<file path="src/rtl/iterative_muldiv_alu.sv">
// Registered execute unit: single-cycle simple ops plus iterative 1-bit-per-cycle
// unsigned multiply (shift-add) and divide (restoring), with a start/busy/done handshake.
module iterative_muldiv_alu #(
    parameter int WIDTH = 16
) (
    input  logic             clk,
    input  logic             rst_n,
    input  logic             start,
    input  logic             abort,
    input  logic [3:0]       op,
    input  logic [WIDTH-1:0] src1,
    input  logic [WIDTH-1:0] src2,
    output logic             busy,
    output logic             done,
    output logic [WIDTH-1:0] result,
    output logic [WIDTH-1:0] result_hi,
    output logic             div_by_zero,
    output logic [1:0]       dbg_state
);

    localparam int CNT_W = $clog2(WIDTH) + 1;
    localparam logic [CNT_W-1:0] CNT_LOAD = CNT_W'(WIDTH);
    localparam logic [CNT_W-1:0] CNT_LAST = CNT_W'(1);
    localparam logic [WIDTH-1:0] SHAMT_LIMIT = WIDTH'(WIDTH);

    localparam logic [1:0] S_IDLE = 2'd0;
    localparam logic [1:0] S_MUL  = 2'd1;
    localparam logic [1:0] S_DIV  = 2'd2;

    // Handshake: an op is accepted on a rising edge where start=1, busy=0 and
    // abort=0; done is a one-cycle pulse marking result/result_hi/div_by_zero valid.

    logic [1:0]       r_state;
    logic [CNT_W-1:0] r_cnt;
    logic [WIDTH-1:0] r_a;
    logic [WIDTH-1:0] r_hi;
    logic [WIDTH-1:0] r_lo;
    logic             r_done;
    logic [WIDTH-1:0] r_result;
    logic [WIDTH-1:0] r_result_hi;
    logic             r_dbz;

    logic             w_accept;
    logic             w_is_mul;
    logic             w_is_div;
    logic [WIDTH-1:0] w_simple;
    logic [WIDTH:0]   w_mul_sum;
    logic [WIDTH-1:0] w_mul_hi;
    logic [WIDTH-1:0] w_mul_lo;
    logic [WIDTH:0]   w_div_shift;
    logic [WIDTH:0]   w_div_diff;
    logic             w_div_ge;
    logic [WIDTH-1:0] w_div_hi;
    logic [WIDTH-1:0] w_div_lo;
    logic [WIDTH-1:0] w_step_hi;
    logic [WIDTH-1:0] w_step_lo;

    assign w_accept = start && (r_state == S_IDLE) && !abort;
    assign w_is_mul = (op == 4'd2) || (op == 4'd9);
    assign w_is_div = (op == 4'd10) || (op == 4'd11);

    always_comb begin
        w_simple = '0;
        case (op)
            4'd1:    w_simple = src1 - src2;
            4'd3:    w_simple = (src2 >= SHAMT_LIMIT) ? '0 : (src1 << src2);
            4'd4:    w_simple = (src2 >= SHAMT_LIMIT) ? '0 : (src1 >> src2);
            4'd5:    w_simple = src1 & src2;
            4'd6:    w_simple = src1 | src2;
            4'd7:    w_simple = {{(WIDTH-1){1'b0}}, ($signed(src1) < $signed(src2))};
            4'd8:    w_simple = {src2[WIDTH/2-1:0], {(WIDTH/2){1'b0}}};
            default: w_simple = src1 + src2;
        endcase
    end

    // Multiply: {r_hi,r_lo} starts as {0, multiplier}; add multiplicand into the
    // high half when the current low bit is set, then shift the pair right.
    assign w_mul_sum = {1'b0, r_hi} + (r_lo[0] ? {1'b0, r_a} : {(WIDTH+1){1'b0}});
    assign w_mul_hi  = w_mul_sum[WIDTH:1];
    assign w_mul_lo  = {w_mul_sum[0], r_lo[WIDTH-1:1]};

    // Divide: r_hi is the partial remainder, r_lo shifts dividend bits out and
    // quotient bits in.
    assign w_div_shift = {r_hi, r_lo[WIDTH-1]};
    assign w_div_ge    = (w_div_shift >= {1'b0, r_a});
    assign w_div_diff  = w_div_shift - {1'b0, r_a};
    assign w_div_hi    = w_div_ge ? w_div_diff[WIDTH-1:0] : w_div_shift[WIDTH-1:0];
    assign w_div_lo    = {r_lo[WIDTH-2:0], w_div_ge};

    assign w_step_hi = (r_state == S_DIV) ? w_div_hi : w_mul_hi;
    assign w_step_lo = (r_state == S_DIV) ? w_div_lo : w_mul_lo;

    always_ff @(posedge clk or negedge rst_n) begin
        if (!rst_n) begin
            r_state     <= S_IDLE;
            r_cnt       <= '0;
            r_a         <= '0;
            r_hi        <= '0;
            r_lo        <= '0;
            r_done      <= 1'b0;
            r_result    <= '0;
            r_result_hi <= '0;
            r_dbz       <= 1'b0;
        end else begin
            r_done <= 1'b0;
            case (r_state)
                S_IDLE: begin
                    if (w_accept) begin
                        if (w_is_mul) begin
                            r_state <= S_MUL;
                            r_cnt   <= CNT_LOAD;
                            r_a     <= src1;
                            r_hi    <= '0;
                            r_lo    <= src2;
                        end else if (w_is_div && (src2 == '0)) begin
                            r_done      <= 1'b1;
                            r_result    <= '1;
                            r_result_hi <= src1;
                            r_dbz       <= 1'b1;
                        end else if (w_is_div) begin
                            r_state <= S_DIV;
                            r_cnt   <= CNT_LOAD;
                            r_a     <= src2;
                            r_hi    <= '0;
                            r_lo    <= src1;
                        end else begin
                            r_done      <= 1'b1;
                            r_result    <= w_simple;
                            r_result_hi <= '0;
                            r_dbz       <= 1'b0;
                        end
                    end
                end
                S_MUL, S_DIV: begin
                    if (abort) begin
                        r_state <= S_IDLE;
                        r_cnt   <= '0;
                    end else begin
                        r_hi <= w_step_hi;
                        r_lo <= w_step_lo;
                        if (r_cnt == CNT_LAST) begin
                            r_state     <= S_IDLE;
                            r_cnt       <= '0;
                            r_done      <= 1'b1;
                            r_result    <= w_step_lo;
                            r_result_hi <= w_step_hi;
                            r_dbz       <= 1'b0;
                        end else begin
                            r_cnt <= r_cnt - CNT_LAST;
                        end
                    end
                end
                default: begin
                    r_state <= S_IDLE;
                    r_cnt   <= '0;
                end
            endcase
        end
    end

    assign busy        = (r_state != S_IDLE);
    assign done        = r_done;
    assign result      = r_result;
    assign result_hi   = r_result_hi;
    assign div_by_zero = r_dbz;
    assign dbg_state   = r_state;

endmodule

</file>
<file path="config.mk">
export PLATFORM = sky130hd
export DESIGN_NAME = iterative_muldiv_alu
export DESIGN_NICKNAME = d
export VERILOG_FILES = /design/src/rtl/iterative_muldiv_alu.sv
export SDC_FILE = /design/constraint.sdc
export NUM_CORES = 1
export LEC_CHECK = 0
export BUFFER_PORTS_ARGS = -buffer_cell sky130_fd_sc_hd__buf_2
export CAP_MARGIN = 20
export CORE_MARGIN = 1.5
export CORE_UTILIZATION = 55
export CTS_CLUSTER_SIZE = 12
export DETAILED_ROUTE_END_ITERATION = 12
export PLACE_DENSITY = 0.72
export RECOVER_POWER = 100
export SETUP_SLACK_MARGIN = 0.05
export SLEW_MARGIN = 30
export SYNTH_ARGS = -nofsm -noshare
export SYNTH_HDL_FRONTEND = slang
export SYNTH_SLANG_ARGS = --single-unit
</file>
<file path="constraint.sdc">
create_clock -name clk -period 3.4 [get_ports clk]
set_input_delay 0.34 -clock clk [delete_from_list [all_inputs] [get_ports clk]]
set_output_delay 0.34 -clock clk [all_outputs]
set_load 0.02 [all_outputs]
</file>
# Word-level counts from Yosys, hierarchy flattened

Cells that the tools add are included.

$add $sub $neg: 5
$mul: 0
Divide/modulo/power cells: 0
Magnitude comparators: 3
Eq/ne operators: 23
Shift-type cells: 2
Muxes and demuxes: 64
Bitwise logic cells: 2
Reduce and logical (&&, ||, !) cells: 17

Operators by type and width:

| cell                                                  | number |
|---|---|
| 2-to-1 mux 16 bit                                     | 31 |
| case mux 16 bit (2 select lines)                      | 4 |
| case mux 16 bit (7 select lines)                      | 1 |
| subtractor 16 bit                                     | 2 |
| 2-to-1 mux 5 bit                                      | 6 |
| adder 16 x 16 -> 17 bit                               | 1 |
| >= comparator 17 x 16 -> 1 bit                        | 1 |
| adder 16 bit                                          | 1 |
| bitwise AND 16 bit                                    | 1 |
| equality test 4 x 3 -> 1 bit (second input constant)  | 4 |
| equality test 4 bit (second input constant)           | 4 |
| >= comparator 16 x 5 -> 1 bit (second input constant) | 1 |
| zero test 16 bit                                      | 1 |
| < comparator 16 bit                                   | 1 |
| bitwise OR 16 bit                                     | 1 |
| left shift 16 x 16 -> 16 bit                          | 1 |
| >> shifter 16 x 16 -> 16 bit                          | 1 |
| 2-to-1 mux 1 bit                                      | 12 |
| 2-to-1 mux 2 bit                                      | 6 |
| inequality test 2 bit (second input constant)         | 5 |
| case mux 5 bit (2 select lines)                       | 1 |
| inequality test 3 bit (second input constant)         | 3 |
| equality test 4 x 2 -> 1 bit (second input constant)  | 2 |
| AND reduction 4 bit                                   | 2 |
| 17 further kinds                                      | 23 |

Register bits after elaboration: 89
Bits in latches: 0
Memory bits (writable): 0
ROM bits: 0
Bits of input ports: 40
Output and inout bits: 37
Word-level logic and storage cells: 125
Memories: 0

# Logic depth before layout (Yosys ltp)

Gate-level depths: netlist of run 1.

Word-level depth: 8
Gate-level depth with buffers: 13
Gate-level depth less buffers: 12

# Worst setup path before layout of run 1

Ideal clock, no wire load.

Path type: input-to-reg
Start point: input port src2[2]
End point: register r_result[15] (netlist: result[15])
Arrival time: 3.122 ns
Data required time: 3.261 ns
Path slack: 0.139 ns
Stages: 12
Buffers on the path: 2
Cell sequence: clkbuf_1 > inv_2 > buf_1 > ha_1 > nor3_1 > o31ai_1 > a31o_2 > a311oi_1 > a221oi_1 > xnor2_1 > a2111oi_0 > a21oi_1

Word-level cells in the longest chain between the ends: 8

Ends and longest elaborated chain:

| element                                               | line   | RTL |
|---|---|---|
| start: declaration                                    | 12     | `input logic [WIDTH-1:0] src2,` |
| >= comparator 16 x 5 -> 1 bit (tied with other cells) | 66, 67 |  |
| 2-to-1 mux 16 bit, on equally long branches           | 67, 66 |  |
| case mux 16 bit (7 select lines)                      | 64     | `case (op)` |
| 2-to-1 mux 16 bit                                     | 120    | `end else if (w_is_div) begin` |
| 2-to-1 mux 16 bit                                     | 115    | `end else if (w_is_div && (src2 == '0)) begin` |
| 2-to-1 mux 16 bit                                     | 109    | `if (w_is_mul) begin` |
| 2-to-1 mux 16 bit                                     | 108    | `if (w_accept) begin` |
| case mux 16 bit (2 select lines)                      | 106    | `case (r_state)` |
| end signal: assignment                                | 128    | `r_result <= w_simple;` |
| end signal: assignment                                | 145    | `r_result <= w_step_lo;` |
| end: declaration                                      | 39     | `logic [WIDTH-1:0] r_result;` |

Several ways; a longest one is shown, not always the timed one. The select of a mux whose other input is x is not followed.
A chain may end at the register's enable or synchronous reset.

# Worst setup path in the final report of run 1

Start point: register r_lo[0]
End point: register r_hi[15]

Word-level cells in the longest chain between the ends: 5

Ends and longest elaborated chain:

| element                          | line | RTL |
|---|---|---|
| start: declaration               | 37   | `logic [WIDTH-1:0] r_lo;` |
| start signal: assignment         | 114  | `r_lo <= src2;` |
| start signal: assignment         | 125  | `r_lo <= src1;` |
| start signal: assignment         | 140  | `r_lo <= w_step_lo;` |
| 2-to-1 mux 16 bit                | 78   | `assign w_mul_sum = {1'b0, r_hi} + (r_lo[0] ? {1'b0, r_a} : {(WIDTH+1){1'b0}});` |
| adder 16 x 16 -> 17 bit          | 78   |  |
| 2-to-1 mux 16 bit                | 90   | `assign w_step_hi = (r_state == S_DIV) ? w_div_hi : w_mul_hi;` |
| 2-to-1 mux 16 bit                | 135  | `if (abort) begin` |
| case mux 16 bit (2 select lines) | 106  |  |
| end signal: assignment           | 139  | `r_hi <= w_step_hi;` |
| end: declaration                 | 36   | `logic [WIDTH-1:0] r_hi;` |

Every way passes these cells. The select of a mux whose other input is x is not followed.

==> results of run 1 <==
==> metal layers <==
layer	share of wire	routed length (um)	global-route usage	vias to the layer above
li1	-	-	-	4891
met1	0.41	15500	0.524	4978
met2	0.43	16200	0.594	680
met3	0.093	3500	0.0547	137
met4	0.062	2310	0.204	0
met5	0	0	0	-
==> flip-flops by register name, summed over array words and instances (netlist names) <==
| register | flops |
|---|---|
| r_cnt | 5 |
| dbg_state | 2 |
| result_hi | 16 |
| r_a | 16 |
| done | 1 |
| div_by_zero | 1 |
| r_lo | 16 |
| result | 16 |
| r_hi | 16 |
==> cells in the final DEF, fill, tap and decap left out, types with 7 or more instances in the layout <==
cell       count
nor3_1        25
mux4_2        17
clkbuf_16      9
o21ai_0      121
nand3_1       24
inv_1         75
mux2i_1       50
clkbuf_1      45
ha_1          84
o221ai_1      12
nor2_1       116
nand3b_1       7
nand4_1        7
buf_4         60
xor2_1        12
nand2b_1      15
xnor2_1       22
a21o_1        16
buf_2         38
nand2_1      133
a31oi_1       16
or2_2          7
o21bai_1      12
a211oi_1      20
a21oi_1      107
and2_1        21
o31ai_1       10
mux2_2        11
a22oi_1        9
a221o_1        8
dfrtp_1       89
o211ai_1      24
a221oi_1      13
nor2b_1       14
==> power groups by stage <==
stage               clock [W]  combinational (W)  sequential, W
floorplan                   0            0.00380        0.00201
global placement            0            0.00556        0.00187
detailed placement          0            0.00561        0.00188
CTS                   0.00105            0.00564        0.00187
global route          0.00109            0.00613        0.00193
finish                0.00105            0.00562        0.00189
==> metrics by stage <==
stage	std cells	setup slack, ns
after detailed placement	1591	0.192
after floorplan	1312	0.139
after global placement	1591	0.222
after global routing	1607	0.0368
after CTS	1607	0.197
final	1607	0.162
==> final cells by class <==
cell class,count,area (um2)
tap,229,287
timing repair buffer,147,846
fill,1673,6840
multi-input combinational,1048,7290
clock inverter,5,62.6
inverter,78,293
sequential,89,2230
clock buffer,11,243
==> worst max-delay path, stage by stage (launching register included) <==
cell and delay (ns):
dfrtp_1 0.42, and2_0 0.16, ha_1 0.21, inv_1 0.08
fa_1 0.20, nor2b_1 0.07, o31a_1 0.28, o41a_1 0.35
a311o_1 0.46, o311ai_0 0.43, a21oi_1 0.12, nor2_1 0.23
o21ai_0 0.12
==> final timing paths <==
check | slack [ns] | depth (start not counted) | endpoint | from
setup / recovery | 0.16 | 12 | r_hi[15] | r_lo[0]
hold / removal | 0.43 | 4 | done | abort
setup reg to reg | 0.16 | 12 | r_hi[15] | r_lo[0]
hold reg to reg | 0.48 | 1 | div_by_zero | div_by_zero
max in group asynchronous | 0.90 | 2 | result_hi[6] | rst_n
min in group asynchronous | 0.76 | 1 | r_cnt[2] | rst_n
==> cells in the mapped netlist, types with 14 or more instances <==
library cell	instances	area [um2]
buf_2	19	95.1
a31oi_1	16	100
dfrtp_1	89	2230
nor2b_1	14	87.6
o211ai_1	24	180
a21oi_1	108	541
a211oi_1	20	150
nor3_1	25	125
xnor2_1	22	193
inv_1	75	282
nand2b_1	16	100
nor2_1	116	435
o21ai_0	116	581
ha_1	85	1060
mux2i_1	50	500
mux4_2	17	383
and2_1	22	138
a21o_1	16	120
clkbuf_1	66	248
nand3_1	24	120
nand2_1	133	499
==> kinds of logic after synthesis <==
logic type,count (synthesis)
fa+ha+maj,89
buf+inv,175
xor+xnor,34
flops,89
compound gates,439
mux,78
simple gates,408
==> repair_timing <==
item / in CTS / in global routing
endpoints found under the hold margin: 0 / 0
endpoints found under the setup margin: 0 / 4
resized for setup: 0 / 2
==> flow_summary.yaml, run 1 <==
setup_path:
  cp-end-kind: "flip-flop"
  worstPathRequired_ns: 3.62
  cp_max_fo: 4
  crit_type: "reg -> reg"
  worst-endpoint-arrival_ns: 3.46
  cp-start-kind: "flip-flop"
grt:
  antenna_found_initial: 0
  grt_max_degree: 65
  grt-ovfl-total: 0
  grt_pass1_wl_um: 57800
  grt_pass1_vias: 9899
  grt_usage: 0.385
timing:
  fin_crit_ns: 3.24
  slew_viol_final: 43
  tns_ns: 0
  holdWs_ns: 0.426
  min_period_over_period: 0.952
  finalSetupViolations: 0
  fmax_mhz: 309
  skew_ns: 0.0125
  relSlewSlack: -0.653
  hold_viol_final: 0
  rsz0062_at_grt: "no"
  worstMarginPinSlew_ns: 2.48
status:
  violations: "DRC, capacitance limit, slew limit"
  outcome: "finished, violations left"
logic_synthesis:
  ys_async_sr_fraction: 1.00
  synth_mux_area_frac: 0.0985
  synth_warnings: 0
  synth-seq-cells: 89
  synth-edff-count: 0
  syn_inst: 1312
  syn_avg_cell_area_um2: 7.79
  synth_compound_area_frac: 0.280
  synth_cell_types: 84
  ys_seq_area_frac: 0.218
  synth_top_family_by_area: "compound AO/OA/AOI/OAI gates"
  synthAdderAreaFrac: 0.112
  synthFlopType: "dfrtp_1"
  yosys.area_share.simple: 0.192
  synth_nets: 1441
  netlist_area_um2: 10200
  synthXorXnorAreaFrac: 0.0291
detailed_routing:
  postRouteAntennaNets: 0
  drc_errors: 5
  drt_iter0_drc: 1244
  num_vias: 10700
  vias_per_cell: 6.65
  wl_per_cell_um: 23.3
  firstDrtPassIters: 10
  drt-total-wl_um: 37500
power:
  powerDensity_nw_per_um2: 761
  p_int_w: 0.00418
  power_switching_share: 0.511
  p_seq_frac: 0.221
  power.total_w: 0.00855
  p_sw_w: 0.00437
  combinationalPowerShare: 0.657
  p_clk_frac: 0.122
  ir_drop_mv: 0.648
  leakage_nw: 4.86
placement:
  portBuffers: 76
  place_hpwl_um: 28800
  routabilityCongestion: 1.03
  dpl-instance-area_um2: 11000
layout:
  drive_gt1_frac: 0.130
  syn2layout_area_growth_pct: 9.97
  stdcell_area_um2: 11200
  final_core_util: 0.622
  antenna_cells: 0
  nNetsFinal: 1502
floorplanning:
  die_w_um: 139
  row_count: 49
  dieHeight_um: 139
  core_um2: 18100
  ios: 77
  die-area_um2: 19400
  initial_core_util: 0.565
clock_tree:
  clock-sinks: 89
  cts_buffer_depth: 2
  cts_tree: "yes"
  cts_made_buffers: 9
  clk_pin_slew_worst_paths_ns: 0.07
  clockRootBuffer: "clkbuf_16"
  clk_latency_ns: 0.35
  cts_hold_buf: 0
  cts.htree.levels: 3
  cts_setup_buffers: 0
flow_run:
  cap_viol_max_count: 1
hold_path:
  hold_class: "in -> reg"
No activity file was read; power rests on OpenSTA's default activity.
==> run 2: changes to the inputs <==
--- a/config.mk
+++ b/config.mk
@@ -5,7 +5,7 @@
 export SDC_FILE = /design/constraint.sdc
 export NUM_CORES = 1
 export LEC_CHECK = 0
-export BUFFER_PORTS_ARGS = -buffer_cell sky130_fd_sc_hd__buf_2
+export BUFFER_PORTS_ARGS = -buffer_cell sky130_fd_sc_hd__buf_4
 export CAP_MARGIN = 20
 export CORE_MARGIN = 1.5
 export CORE_UTILIZATION = 55
==> flow_summary.yaml, run 2 (synthesized netlist as in run 1, its figures left out) <==
power:
  power_switching_share: 0.514
  powerDensity_nw_per_um2: 771
  ir_drop_mv: 0.417
  p_seq_frac: 0.218
  p_int_w: 0.00421
  p_sw_w: 0.00445
  p_clk_frac: 0.129
  leakage_nw: 4.81
  combinationalPowerShare: 0.653
floorplanning:
  ios: 77
  initial_core_util: 0.565
  die-area_um2: 19400
  dieHeight_um: 139
  row_count: 49
  core_um2: 18100
  die_w_um: 139
status:
  outcome: "finished, violations left"
  violations: "DRC, capacitance limit, slew limit"
clock_tree:
  cts_buffer_depth: 2
  clk_pin_slew_worst_paths_ns: 0.07
  clockRootBuffer: "clkbuf_16"
  clock-sinks: 89
  cts.htree.levels: 3
  cts_setup_buffers: 0
  cts.repair.resized: 0
  clk_latency_ns: 0.34
  cts_tree: "yes"
  cts_hold_buf: 0
  cts_made_buffers: 9
timing:
  slew_viol_final: 45
  rsz0062_at_grt: "no"
  hold_viol_final: 0
  worstMarginPinSlew_ns: 2.46
  finalSetupViolations: 0
  min_period_over_period: 0.943
  tns_ns: 0
  holdWs_ns: 0.370
  fin_crit_ns: 3.21
  fmax_mhz: 312
  relSlewSlack: -0.641
  skew_ns: 0.0103
placement:
  routabilityCongestion: 1.07
  portBuffers: 76
  place_hpwl_um: 29100
setup_path:
  cp_max_fo: 4
  worstPathRequired_ns: 3.66
  path_depth: 12
  cp-end-kind: "flip-flop"
  cp_cell_sequence: "and2_1 > ha_1 > inv_1 > fa_1 > nor2b_1 > o31a_1 > o41a_1 > a311o_1 > o31ai_2 > xnor2_1 > o221ai_1 > o21ai_0"
  timing.rr.end: "r_hi[13]"
  timing.critical_path.buf_inv: 1
  crit_type: "reg -> reg"
  cp-start-kind: "flip-flop"
  cp_top_family: "compound AO/OA/AOI/OAI gates"
  worst-endpoint-arrival_ns: 3.47
  cpPeakStageDelay_ns: 0.46
  cp_slowest_cell: "a311o_1"
  reg2regPathDepth: 12
  r2r_start: "r_a[0]"
  cp-startpoint: "r_a[0]"
  r2r_slack_ns: 0.19
layout:
  layout_commonest_cell: "nand2_1"
  nNetsFinal: 1487
  antenna_cells: 0
  syn2layout_area_growth_pct: 9.77
  final_cell_mix: "133 x nand2_1, 121 x o21ai_0, 116 x nor2_1"
  drive_gt1_frac: 0.118
  fillers: 1677
detailed_routing:
  postRouteAntennaNets: 0
  num_vias: 10700
  firstDrtPassIters: 10
  vias_per_cell: 6.70
  drt-total-wl_um: 38600
  drc_errors: 5
  wl_per_cell_um: 24.2
  drt_iter0_drc: 1127
grt:
  grt_max_degree: 62
  grt-ovfl-total: 0
  grt_most_used_layer: "met2"
  grt_usage: 0.395
  antenna_found_initial: 0
  grt_pass1_wl_um: 59200
  grt_util_met1: 0.544
  met2_usage: 0.603
  grt_use_met3: 0.0530
  grt_pass1_vias: 10200
hold_path:
  whs_endpoint: "result_hi[8]"
  holdCritStartpoint: "src1[8]"
  holdPathStages: 3
  hold_class: "in -> reg"
flow_run:
  cap_viol_max_count: 1
[run 2: changes by cell type in the layout (fill, tap and decap cells not counted), moves of 2 or more]
| cell | before | now |
|---|---|---|
| clkinv_4 | 0 | 2 |
| buf_2 | 38 | 0 |
| clkbuf_1 | 45 | 48 |
| nor4_2 | 1 | 3 |
| nor4_1 | 6 | 4 |
| clkbuf_2 | 4 | 6 |
| buf_4 | 60 | 79 |
| inv_8 | 0 | 2 |
| clkinvlp_4 | 2 | 0 |
| inv_6 | 2 | 0 |
[run 2: through the flow]
step / setup slack (ns) / std cells / power (W) / area [um2] / util
after floorplan: 0.139 / 1312 / 0.00581 / 10200 / -
after global placement: 0.181 / 1576 / 0.00754 / 11100 / 0.613
after detailed placement: 0.171 / 1576 / 0.00761 / 11100 / 0.613
after CTS: 0.145 / 1592 / 0.00877 / 11400 / 0.631
after global routing: 0.0280 / 1592 / 0.00924 / 11200 / 0.621
final: 0.192 / 1592 / 0.00866 / 11200 / 0.621
[run 2: power by group through the flow]
stage                     Sequential, W  Combinational (W)  Clock (W)
after global placement          0.00188            0.00566          0
after floorplan                 0.00201            0.00380          0
after global routing            0.00193            0.00613    0.00117
after detailed placement        0.00189            0.00572          0
final                           0.00189            0.00565    0.00112
after CTS                       0.00188            0.00577    0.00113
[run 2: worst max-delay path by stage]
stage | endpoint | slack, ns
global placement | r_hi[15] | 0.18
global route | result_hi[0] | 0.03
CTS | r_hi[15] | 0.14
detailed placement | r_hi[15] | 0.17
finish | r_hi[13] | 0.19
floorplan | result[15] | 0.14
[run 2: cell type report]
type                            instances  area, um2  area share
Tap cell                              229        287      0.0255
Timing Repair Buffer                  132        800      0.0712
Clock inverter                          6        100     0.00892
Clock buffer                           10        229      0.0204
Inverter                               78        293      0.0261
Sequential cell                        89       2230       0.198
Multi-Input combinational cell       1048       7290       0.649
[run 2: metal layers]
metal,vias to the layer above,part of all wire
met3,141,0.092
met4,0,0.061
met1,4997,0.41
met5,-,0
met2,659,0.44
li1,4866,-
[run 2: worst reg2reg max path: stages (launching register included)]
cell and delay (ns):
dfrtp_1 0.41, and2_1 0.17, ha_1 0.21, inv_1 0.08
fa_1 0.22, nor2b_1 0.07, o31a_1 0.28, o41a_1 0.36
a311o_1 0.46, o31ai_2 0.27, xnor2_1 0.16, o221ai_1 0.19
o21ai_0 0.24
